[src/rtl/music_pkg.sv]
// Shared opcode constants, instruction classes and the classifier used by the prefetch stage.
package music_pkg;

    localparam logic [3:0]  OP_END          = 4'b0000;
    localparam logic [3:0]  OP_BPM          = 4'b0001;
    localparam int          NOTE_BIT        = 15;
    localparam logic [15:0] PLACEHOLDER_INS = 16'h8001;

    typedef enum logic [1:0] {CLS_NOTE, CLS_BPM, CLS_END, CLS_INVALID} ins_class_e;

    typedef enum logic {ST_FETCH, ST_STOPPED} fetch_state_e;

    function automatic ins_class_e classify(input logic [15:0] w);
        if (w[15:12] == OP_END)      return CLS_END;
        else if (w[15:12] == OP_BPM) return CLS_BPM;
        else if (w[NOTE_BIT])        return CLS_NOTE;
        else                         return CLS_INVALID;
    endfunction

endpackage

[src/rtl/ins_fifo.sv]
// Synchronous FIFO, DEPTH a power of two; head is registered storage, visible the edge after push.
// Push into a full FIFO is accepted only together with a pop; flush empties it on the next edge.
module ins_fifo #(
    parameter int DEPTH = 4,
    parameter int W     = 16
) (
    input  logic                   clk_i,
    input  logic                   rst_i,
    input  logic                   flush_i,
    input  logic                   push_i,
    input  logic [W-1:0]           dat_i,
    input  logic                   pop_i,
    output logic [W-1:0]           dat_o,
    output logic [$clog2(DEPTH):0] count_o,
    output logic                   empty_o,
    output logic                   full_o
);

    localparam int AW = $clog2(DEPTH);
    localparam int CW = AW + 1;

    logic [W-1:0]  mem_q [DEPTH];
    logic [AW-1:0] rd_ptr_q, wr_ptr_q;
    logic [CW-1:0] count_q;
    logic          do_push, do_pop;

    assign empty_o = (count_q == '0);
    assign full_o  = (count_q == CW'(DEPTH));
    assign do_pop  = pop_i && !empty_o;
    assign do_push = push_i && (!full_o || do_pop);
    assign dat_o   = mem_q[rd_ptr_q];
    assign count_o = count_q;

    always_ff @(posedge clk_i) begin
        if (do_push && !flush_i && !rst_i) begin
            mem_q[wr_ptr_q] <= dat_i;
        end
    end

    always_ff @(posedge clk_i) begin
        if (rst_i || flush_i) begin
            rd_ptr_q <= '0;
            wr_ptr_q <= '0;
            count_q  <= '0;
        end else begin
            if (do_push) wr_ptr_q <= wr_ptr_q + AW'(1);
            if (do_pop)  rd_ptr_q <= rd_ptr_q + AW'(1);
            case ({do_push, do_pop})
                2'b10:   count_q <= count_q + CW'(1);
                2'b01:   count_q <= count_q - CW'(1);
                default: count_q <= count_q;
            endcase
        end
    end

endmodule

[src/rtl/ins_prefetch.sv]
// Sequential instruction prefetch from wait-stated SRAM into ins_fifo; stops after END.
// Optional macro INS_PREFETCH_DROP_INVALID_EN discards invalid words and counts them in dropped_o.
module ins_prefetch
    import music_pkg::*;
#(
    parameter int DEPTH       = 4,
    parameter int ADDR_W      = 18,
    parameter int WAIT_CYCLES = 2
) (
    input  logic              clk_i,
    input  logic              rst_i,
    input  logic              restart_i,
    output logic [ADDR_W-1:0] sram_a_o,
    input  logic [15:0]       sram_d_i,
    output logic [15:0]       ins_o,
    output logic              ins_valid_o,
    input  logic              ins_ready_i,
    output logic              halted_o,
    output logic [7:0]        dropped_o
);

    localparam logic [2:0] WAIT_C = 3'(WAIT_CYCLES);

    fetch_state_e          state_q, state_d;
    logic [ADDR_W-1:0]     pc_q, pc_d;
    logic [2:0]            c_q, c_d;
    ins_class_e            cls;
    logic                  push, pop, free;
    logic [15:0]           fifo_head;
    logic [$clog2(DEPTH):0] fifo_cnt;
    logic                  fifo_empty, fifo_full;
`ifdef INS_PREFETCH_DROP_INVALID_EN
    logic                  drop_inc;
    logic [7:0]            dropped_q;
`endif

    // A pop in the restart cycle is discarded by the flush anyway; masking it keeps free honest.
    assign pop  = !fifo_empty && ins_ready_i && !restart_i;
    assign free = !fifo_full || pop;
    assign cls  = classify(sram_d_i);

    always_comb begin
        state_d = state_q;
        pc_d    = pc_q;
        c_d     = c_q;
        push    = 1'b0;
`ifdef INS_PREFETCH_DROP_INVALID_EN
        drop_inc = 1'b0;
`endif
        case (state_q)
            ST_FETCH: begin
                if (c_q != WAIT_C) begin
                    c_d = c_q + 3'd1;
                end else if (free) begin
                    pc_d = pc_q + ADDR_W'(1);
                    c_d  = 3'd0;
`ifdef INS_PREFETCH_DROP_INVALID_EN
                    if (cls == CLS_INVALID) drop_inc = 1'b1;
                    else                    push     = 1'b1;
`else
                    push = 1'b1;
`endif
                    if (cls == CLS_END) state_d = ST_STOPPED;
                end
            end
            default: ;
        endcase
        if (restart_i) begin
            state_d = ST_FETCH;
            pc_d    = '0;
            c_d     = 3'd0;
            push    = 1'b0;
`ifdef INS_PREFETCH_DROP_INVALID_EN
            drop_inc = 1'b0;
`endif
        end
    end

    always_ff @(posedge clk_i) begin
        if (rst_i) begin
            state_q <= ST_FETCH;
            pc_q    <= '0;
            c_q     <= 3'd0;
        end else begin
            state_q <= state_d;
            pc_q    <= pc_d;
            c_q     <= c_d;
        end
    end

`ifdef INS_PREFETCH_DROP_INVALID_EN
    always_ff @(posedge clk_i) begin
        if (rst_i) begin
            dropped_q <= 8'd0;
        end else if (drop_inc && dropped_q != 8'hFF) begin
            dropped_q <= dropped_q + 8'd1;
        end
    end
    assign dropped_o = dropped_q;
`else
    assign dropped_o = 8'd0;
`endif

    ins_fifo #(.DEPTH(DEPTH), .W(16)) u_fifo (
        .clk_i   (clk_i),
        .rst_i   (rst_i),
        .flush_i (restart_i),
        .push_i  (push),
        .dat_i   (sram_d_i),
        .pop_i   (pop),
        .dat_o   (fifo_head),
        .count_o (fifo_cnt),
        .empty_o (fifo_empty),
        .full_o  (fifo_full)
    );

    assign sram_a_o    = pc_q;
    assign ins_valid_o = !fifo_empty;
    assign ins_o       = fifo_empty ? PLACEHOLDER_INS : fifo_head;
    assign halted_o    = (state_q == ST_STOPPED) && (fifo_cnt == '0);

endmodule

[config.mk]
export PLATFORM = sky130hd
export DESIGN_NAME = ins_prefetch
export DESIGN_NICKNAME = d
export VERILOG_FILES = /design/src/rtl/music_pkg.sv /design/src/rtl/ins_fifo.sv /design/src/rtl/ins_prefetch.sv
export SDC_FILE = /design/constraint.sdc
export NUM_CORES = 1
export LEC_CHECK = 0
export ABC_AREA = 1
export BUFFER_PORTS_ARGS = -buffer_cell sky130_fd_sc_hd__buf_4
export CAP_MARGIN = 0
export CORE_UTILIZATION = 30
export DETAILED_ROUTE_END_ITERATION = 6
export PLACE_DENSITY = 0.51
export SYNTH_ARGS = -nofsm -noshare
export SYNTH_HDL_FRONTEND = slang
export SYNTH_SLANG_ARGS = --single-unit
export TNS_END_PERCENT = 100
[constraint.sdc]
create_clock -name clk_i -period 3.2 [get_ports clk_i]
set_clock_uncertainty 0.1 [all_clocks]
set_input_delay 0.16 -clock clk_i [delete_from_list [all_inputs] [get_ports clk_i]]
set_output_delay 0.16 -clock clk_i [all_outputs]
set_load 0.005 [all_outputs]
==> reports/results.ini, run 1 <==
[grt]
grt_pass1_vias=2987
overflow=0
grt_pass1_wl_um=14800
antenna_found_initial=0
grtUsageMet2_pct=22.7
use_met1_pct=16.8
grtUsageMet3_pct=3.74
grt_max_degree=34
grt_busiest_layer=met2
grt_use_total_pct=13.4

[floorplan]
die_w_um=119
io_pins=64
core_um2=13300
rows=42
dieArea_um2=14200
die_h_um=119
start_util_pct=30.9

[critical_path]
cp-end-kind=register
rr_startpoint=u_fifo.count_o[1]$_SDFFE_PP0P_
cpPeakStageDelay_ns=0.38
critPathBufInv=2
path_delay_family=simple AND/OR/NAND/NOR gates
crit_required_ns=3.33
cp-start-kind=register
path_max_fanout=10
worst_setup_path_startpoint=u_fifo.count_o[1]$_SDFFE_PP0P_
crit_arrival_ns=2.48
path_class=reg2reg
path_cells=nor2_1, nand3_1, nand2_2, nor2_1, inv_1, ha_1, inv_1, fa_1, a21oi_1, o21ai_0, o21ai_0, a21oi_1
slowest_stage=fa_1

[sta]
worst_pin_slew_ns=0.580
hold_viol=0
fin_tns_setup_ns=0
slew_headroom_pct=61.3
slew_viol_final=0
grt_setup_unrepaired=false
max_freq_mhz=425
period_share_pct=73.5
finalSetupViolCount=0
period_needed_ns=2.35

[finish]
fin_util_pct=38.9
areaGrowthSynthToFinish_pct=25.9
n_antenna_cell=0
design_area_um2=5190
fill_cells=1359
layout-drive-gt1-share_pct=18.3
nets=530

[place]
place.gp.congestion=0.770
placedInstanceArea_um2=4720
hpwl_um=5690
io_buffers=55

[run_status]
run_status=finished clean

[power]
leakage_nw=1.91
p_total_mw=2.50
peakVddDrop_mv=0.225
powerDensity_nw_per_um2=482

[clock_network]
cts_buffer_depth=2
cts_tree=yes
clock_latency_ns=0.34
cts_root_buf=clkbuf_16
cts_resized=0
clkTransAtPathRegs_ns=0.07
numCtsBuffers=9
post_cts_buffers=0
cts_max_level=3
cts.sinks=95

[yosys]
yosysTopAreaCellShare_pct=46.6
synth_edf_count=64
async_flop_share_pct=0
yosys_register_bits=95
synth_cells=429
synth.area.top_cells=edfxtp_1 (47%), dfxtp_1 (15%), nor2_1 (9.6%)
ys_types=33
yosysMostFrequentCell=nor2_1
ys_seq_area_share_pct=61.6
synth_top_cell_by_area=edfxtp_1
synth_area_um2=4130
syn_area_per_cell_um2=9.62
ys_warn_count=0
ys.flop_type=edfxtp_1
ys_top_cells_by_count=nor2_1 (106), edfxtp_1 (64), nand2_1 (47), a21oi_1 (31), dfxtp_1 (31)

[drt]
vias=3065
wl_per_cell_um=12.9
drtAntennaViolNets=0
drt_wl_total_um=8860
dr.pass1.iters=4
vias_per_cell=4.48
drt_iter0_drc=169
drcViolationCount=0

[flow_run]
maxCapViolCount=0

[min_path]
min_path_type=in2reg
hp-start=rst_i

==> cells in the final DEF (no fill, tap or decap), types with 4 or more instances in the layout <==
cell type      count
o21ai_1           14
inv_2              4
nand3_1           18
a21oi_1           31
dlygate4sd3_1     16
dfxtp_1           31
ha_1               6
nand4_1            7
buf_4             63
nand2_1           47
conb_1             8
nor2_1           106
nor2_2             4
clkbuf_16          9
inv_1             27
o21ai_0           25
edfxtp_1          64
==> timing repair <==
| item | in CTS | in global routing |
|---|---|---|
| endpoints found under the hold margin | 64 | 0 |
| setup endpoints to repair | 0 | 0 |
| hold buffers | 16 | 0 |
==> cells by family (layout without fill, tap and decap cells) <==
group           count (synthesis)  after routing  synth area share [%]
xor+xnor                        3              3                 0.637
simple gates                  195            195                  20.3
other cells                     1              8                0.0909
flops                          95             95                  61.6
fa+ha+maj                       7              7                  2.31
buf+inv                        55            127                  6.01
compound gates                 73             73                  9.07
==> tightest hold or removal path, delay by kind of cell <==
kind,cells,cell delay (ns)
buffers and inverters,1,0.07
and+or+nand+nor,3,0.24
==> cell type report <==
cell class	instances	area (um2)	share of cell area, %
Tap cell	176	220	4.24
Clock inverter	7	90.1	1.73
Sequential cell	95	2540	49.0
Multi-Input combinational cell	286	1360	26.2
Timing Repair Buffer	79	633	12.2
Inverter	32	120	2.31
Clock buffer	9	225	4.34
==> state kept, by name, summed over array words and instances, names as in the netlist, named ones only <==
name and flops:
u_fifo.wr_ptr_q 2, u_fifo.mem_q 64, u_fifo.rd_ptr_q 2, sram_a_o 18
state_q 1, c_q 3, u_fifo.count_o 3
==> path summary, 6_finish.rpt <==
| kind | cells past startpoint | endpoint | slack, ns |
|---|---|---|---|
| worst max-delay path | 12 | u_fifo.count_o[2]$_SDFFE_PP0P_ | 0.85 |
| worst min-delay path | 4 | sram_a_o[10]$_SDFFE_PP0P_ | 0.08 |
| worst max register to register | 12 | u_fifo.count_o[2]$_SDFFE_PP0P_ | 0.85 |
| worst min register to register | 2 | sram_a_o[6]$_SDFFE_PP0P_ | 0.41 |
==> routing by layer <==
layer	wire length [um]	up-vias
met3	461	8
met4	95	0
li1	-	1575
met1	4070	1402
met5	0	-
met2	4230	80
==> power by group <==
part           leakage, nW  switching [mW]  internal, mW
Combinational        0.934          0.0385        0.0376
Sequential           0.825         0.00253          1.31
Clock                0.153           0.488         0.625
==> per-stage QoR <==
stage / setup slack, ns / std cells / hold slack [ns]
after global routing: 0.587 / 684 / 0.0968
after CTS: 0.835 / 684 / 0.0688
final: 0.849 / 684 / 0.0779
after detailed placement: 0.861 / 652 / 0.268
after global placement: 0.930 / 652 / 0.266
after floorplan: 1.03 / 436 / 0.159
Power figures use the tool's default switching activity.
==> inputs of run 2 (changes only) <==
--- a/config.mk
+++ b/config.mk
@@ -5,7 +5,7 @@
 export SDC_FILE = /design/constraint.sdc
 export NUM_CORES = 1
 export LEC_CHECK = 0
-export ABC_AREA = 1
+export ABC_AREA = 0
 export BUFFER_PORTS_ARGS = -buffer_cell sky130_fd_sc_hd__buf_4
 export CAP_MARGIN = 0
 export CORE_UTILIZATION = 30
==> constraint.sdc (replaced) <==
create_clock -name clk_i -period 2.3 [get_ports clk_i]
set_clock_uncertainty 0.1 [all_clocks]
set_input_delay 0.115 -clock clk_i [delete_from_list [all_inputs] [get_ports clk_i]]
set_output_delay 0.115 -clock clk_i [all_outputs]
set_load 0.005 [all_outputs]
==> reports/results.ini, run 2 <==
[yosys]
syn_area_per_cell_um2=13.8  ; +43%
ys_types=47  ; +42%
synth_edf_count=64  ; unchanged
synth_top_cell_by_area=edfxtp_1
synth_area_um2=4050  ; -1.9%
yosysTopAreaCellShare_pct=47.5  ; +0.92 points
async_flop_share_pct=0  ; unchanged
ys_seq_area_share_pct=62.9  ; +1.2 points
ys.flop_type=edfxtp_1
synth_cells=294  ; -31%
ys_warn_count=0  ; unchanged
yosysMostFrequentCell=edfxtp_1
ys_top_cells_by_count=edfxtp_1 (64), dfxtp_1 (31), a21oi_1 (16), and2_1 (16), mux4_2 (16)
yosys_register_bits=95  ; unchanged
synth.area.top_cells=edfxtp_1 (48%), dfxtp_1 (15%), mux4_2 (8.9%)

[drt]
vias_per_cell=4.66  ; +4.1%
drt_iter0_drc=154  ; -8.9%
vias=2617  ; -15%
wl_per_cell_um=15.1  ; +16%
drtAntennaViolNets=0  ; unchanged
drt_wl_total_um=8440  ; -4.7%
dr.pass1.iters=4  ; unchanged
drcViolationCount=0  ; unchanged

[place]
io_buffers=55  ; unchanged
placedInstanceArea_um2=4750  ; +0.72%
dp.cells=526  ; -19%
place.gp.congestion=0.721  ; -6.3%
hpwl_um=5490  ; -3.5%
place_ws_ns=0.0942  ; -0.767 ns

[finish]
seqCellArea_um2=2540  ; about the same
final_common_cell=buf_4
areaGrowthSynthToFinish_pct=30.0
largest_reg_flops=64  ; unchanged
stdcell_count=561  ; -18%
nets=407  ; -23%
layout-drive-gt1-share_pct=30.1  ; +12 points
multi_input_area_um2=1390  ; +2.0%
design_area_um2=5260  ; +1.3%
fill_cells=1231  ; -9.4%
most-common-layout-cells=buf_4 (66), edfxtp_1 (64), dfxtp_1 (29)
top_register=u_fifo.mem_q
n_antenna_cell=0  ; unchanged

[grt]
grt_max_degree=26  ; -24%
grt_pass1_vias=2636  ; -12%
overflow=0  ; unchanged
grt_pass1_wl_um=13700  ; -7.0%
antenna_found_initial=0  ; unchanged
grt_use_total_pct=12.9  ; -0.52 points

[flow_run]
maxCapViolCount=0  ; unchanged

[power]
internal_power_mw=2.75  ; +39%
p_seq_share_pct=52.5  ; about the same
peakVddDrop_mv=0.400  ; +78%
switchingPower_uw=731  ; +38%
swShare_pct=21.0  ; -0.15 points
p_comb_share_pct=3.3  ; +0.3 points
clkPwrFrac_pct=44.2  ; -0.3 points
leakage_nw=1.85  ; -3.5%
powerDensity_nw_per_um2=662  ; +37%

[clock_network]
post_cts_buffers=0  ; unchanged
cts_buffer_depth=2  ; unchanged
clock_latency_ns=0.35  ; about the same
numCtsBuffers=9  ; unchanged
cts.sinks=95  ; unchanged
cts_tree=yes
cts_max_level=3  ; unchanged
cts_root_buf=clkbuf_16
clkTransAtPathRegs_ns=0.07  ; about the same

[floorplan]
io_pins=64  ; unchanged
core_um2=13200  ; -1.2%
die_h_um=118  ; -0.96%
die_w_um=118  ; -0.96%
rows=42  ; unchanged
start_util_pct=30.7  ; -0.24 points
dieArea_um2=14000  ; -1.9%

[sta]
period_needed_ns=2.18  ; -0.168 ns
worst_pin_slew_ns=0.539  ; -0.0405 ns
slew_viol_final=0  ; unchanged
setup_slack_ns=0.117  ; -0.732 ns
hold_viol=0  ; unchanged
finalSetupViolCount=0  ; unchanged
fin_tns_setup_ns=0  ; unchanged
max_freq_mhz=458  ; +7.7%
period_share_pct=94.9  ; +21 points
slew_headroom_pct=64.0  ; +2.7 points

[critical_path]
crit_required_ns=2.48  ; -0.85 ns
path_cells=or4b_4, a21oi_2, nand2b_1, ha_2, inv_1, fa_1, xor2_1, or3_1, a21oi_1
path_max_fanout=4  ; -6
worst_r2r_path_depth=9  ; -3
cp-end-kind=register
critical_path_depth=9  ; -3
path_class=reg2reg
cpPeakStageDelay_ns=0.55  ; +0.17 ns
critPathBufInv=1  ; -1
cp-start-kind=register
path_delay_family=simple AND/OR/NAND/NOR gates
slowest_stage=or4b_4
crit_arrival_ns=2.36  ; -0.12 ns

[min_path]
min_path_type=in2reg
holdPathStages=3  ; -1

[run_status]
run_status=finished clean

run 2: kinds of logic after synthesis:
logic type,synth area share [%]
AO/OA/AOI/OAI,6.03
XOR/XNOR,1.73
adder cells (fa/ha/maj),2.35
flip-flops,62.9
AND/OR/NAND/NOR,13.8
other,0.0927
multiplexers,9.40
buffers and inverters,3.74
run 2: final timing paths:
check	endpoint	slack (ns)	startpoint
setup reg to reg	u_fifo.count_o[2]$_SDFFE_PP0P_	0.12	c_q[2]$_SDFFE_PP0P_
hold reg to reg	c_q[0]$_SDFFE_PP0P_	0.39	c_q[0]$_SDFFE_PP0P_
setup / recovery	u_fifo.count_o[2]$_SDFFE_PP0P_	0.12	c_q[2]$_SDFFE_PP0P_
hold / removal	sram_a_o[16]$_SDFFE_PP0P_	0.008	restart_i
run 2: routing by layer:
| metal | GRT usage [%] | up-vias | routed length [um] |
|---|---|---|---|
| met5 | 0 | - | 0 |
| met4 | 5.29 | 0 | 152 |
| li1 | - | 1275 | - |
| met3 | 3.68 | 9 | 406 |
| met2 | 20.0 | 70 | 3920 |
| met1 | 17.0 | 1263 | 3970 |
run 2: metrics by stage:
step	utilization (%)	total power [mW]	hold slack [ns]
2_1_floorplan	-	1.91	0.114
3_3_place_gp	36.0	1.95	0.219
3_5_place_dp	36.0	1.95	0.222
4_1_cts	39.8	3.53	0.000768
5_1_grt	39.9	3.59	0.0291
6_report	39.9	3.48	0.00840
run 2: layout make-up:
class | count | area share, %
Inverter | 7 | 0.500
Sequential cell | 95 | 48.4
Timing Repair Buffer | 89 | 14.6
Multi-Input combinational cell | 178 | 26.4
Clock inverter | 7 | 1.64
Clock buffer | 9 | 4.28
Tap cell | 176 | 4.19
run 2: tightest hold or removal path, delay by kind of cell:
family / cells / cell delay, ns
buffers and inverters: 1 / 0.12
and+or+nand+nor: 1 / 0.11
muxes: 1 / 0.06
run 2: repair_timing:
action | CTS | global route
resized for setup | 0 | 3
hold endpoints to repair | 67 | 0
hold buffers | 19 | 0
endpoints found under the setup margin | 0 | 2
run 2: power groups by stage:
stage | Clock (mW) | Sequential (mW) | Combinational (mW)
final | 1.54 | 1.83 | 0.115
after global routing | 1.64 | 1.83 | 0.126
after CTS | 1.59 | 1.83 | 0.116
after detailed placement | 0 | 1.86 | 0.0895
after global placement | 0 | 1.86 | 0.0879
after floorplan | 0 | 1.86 | 0.0469
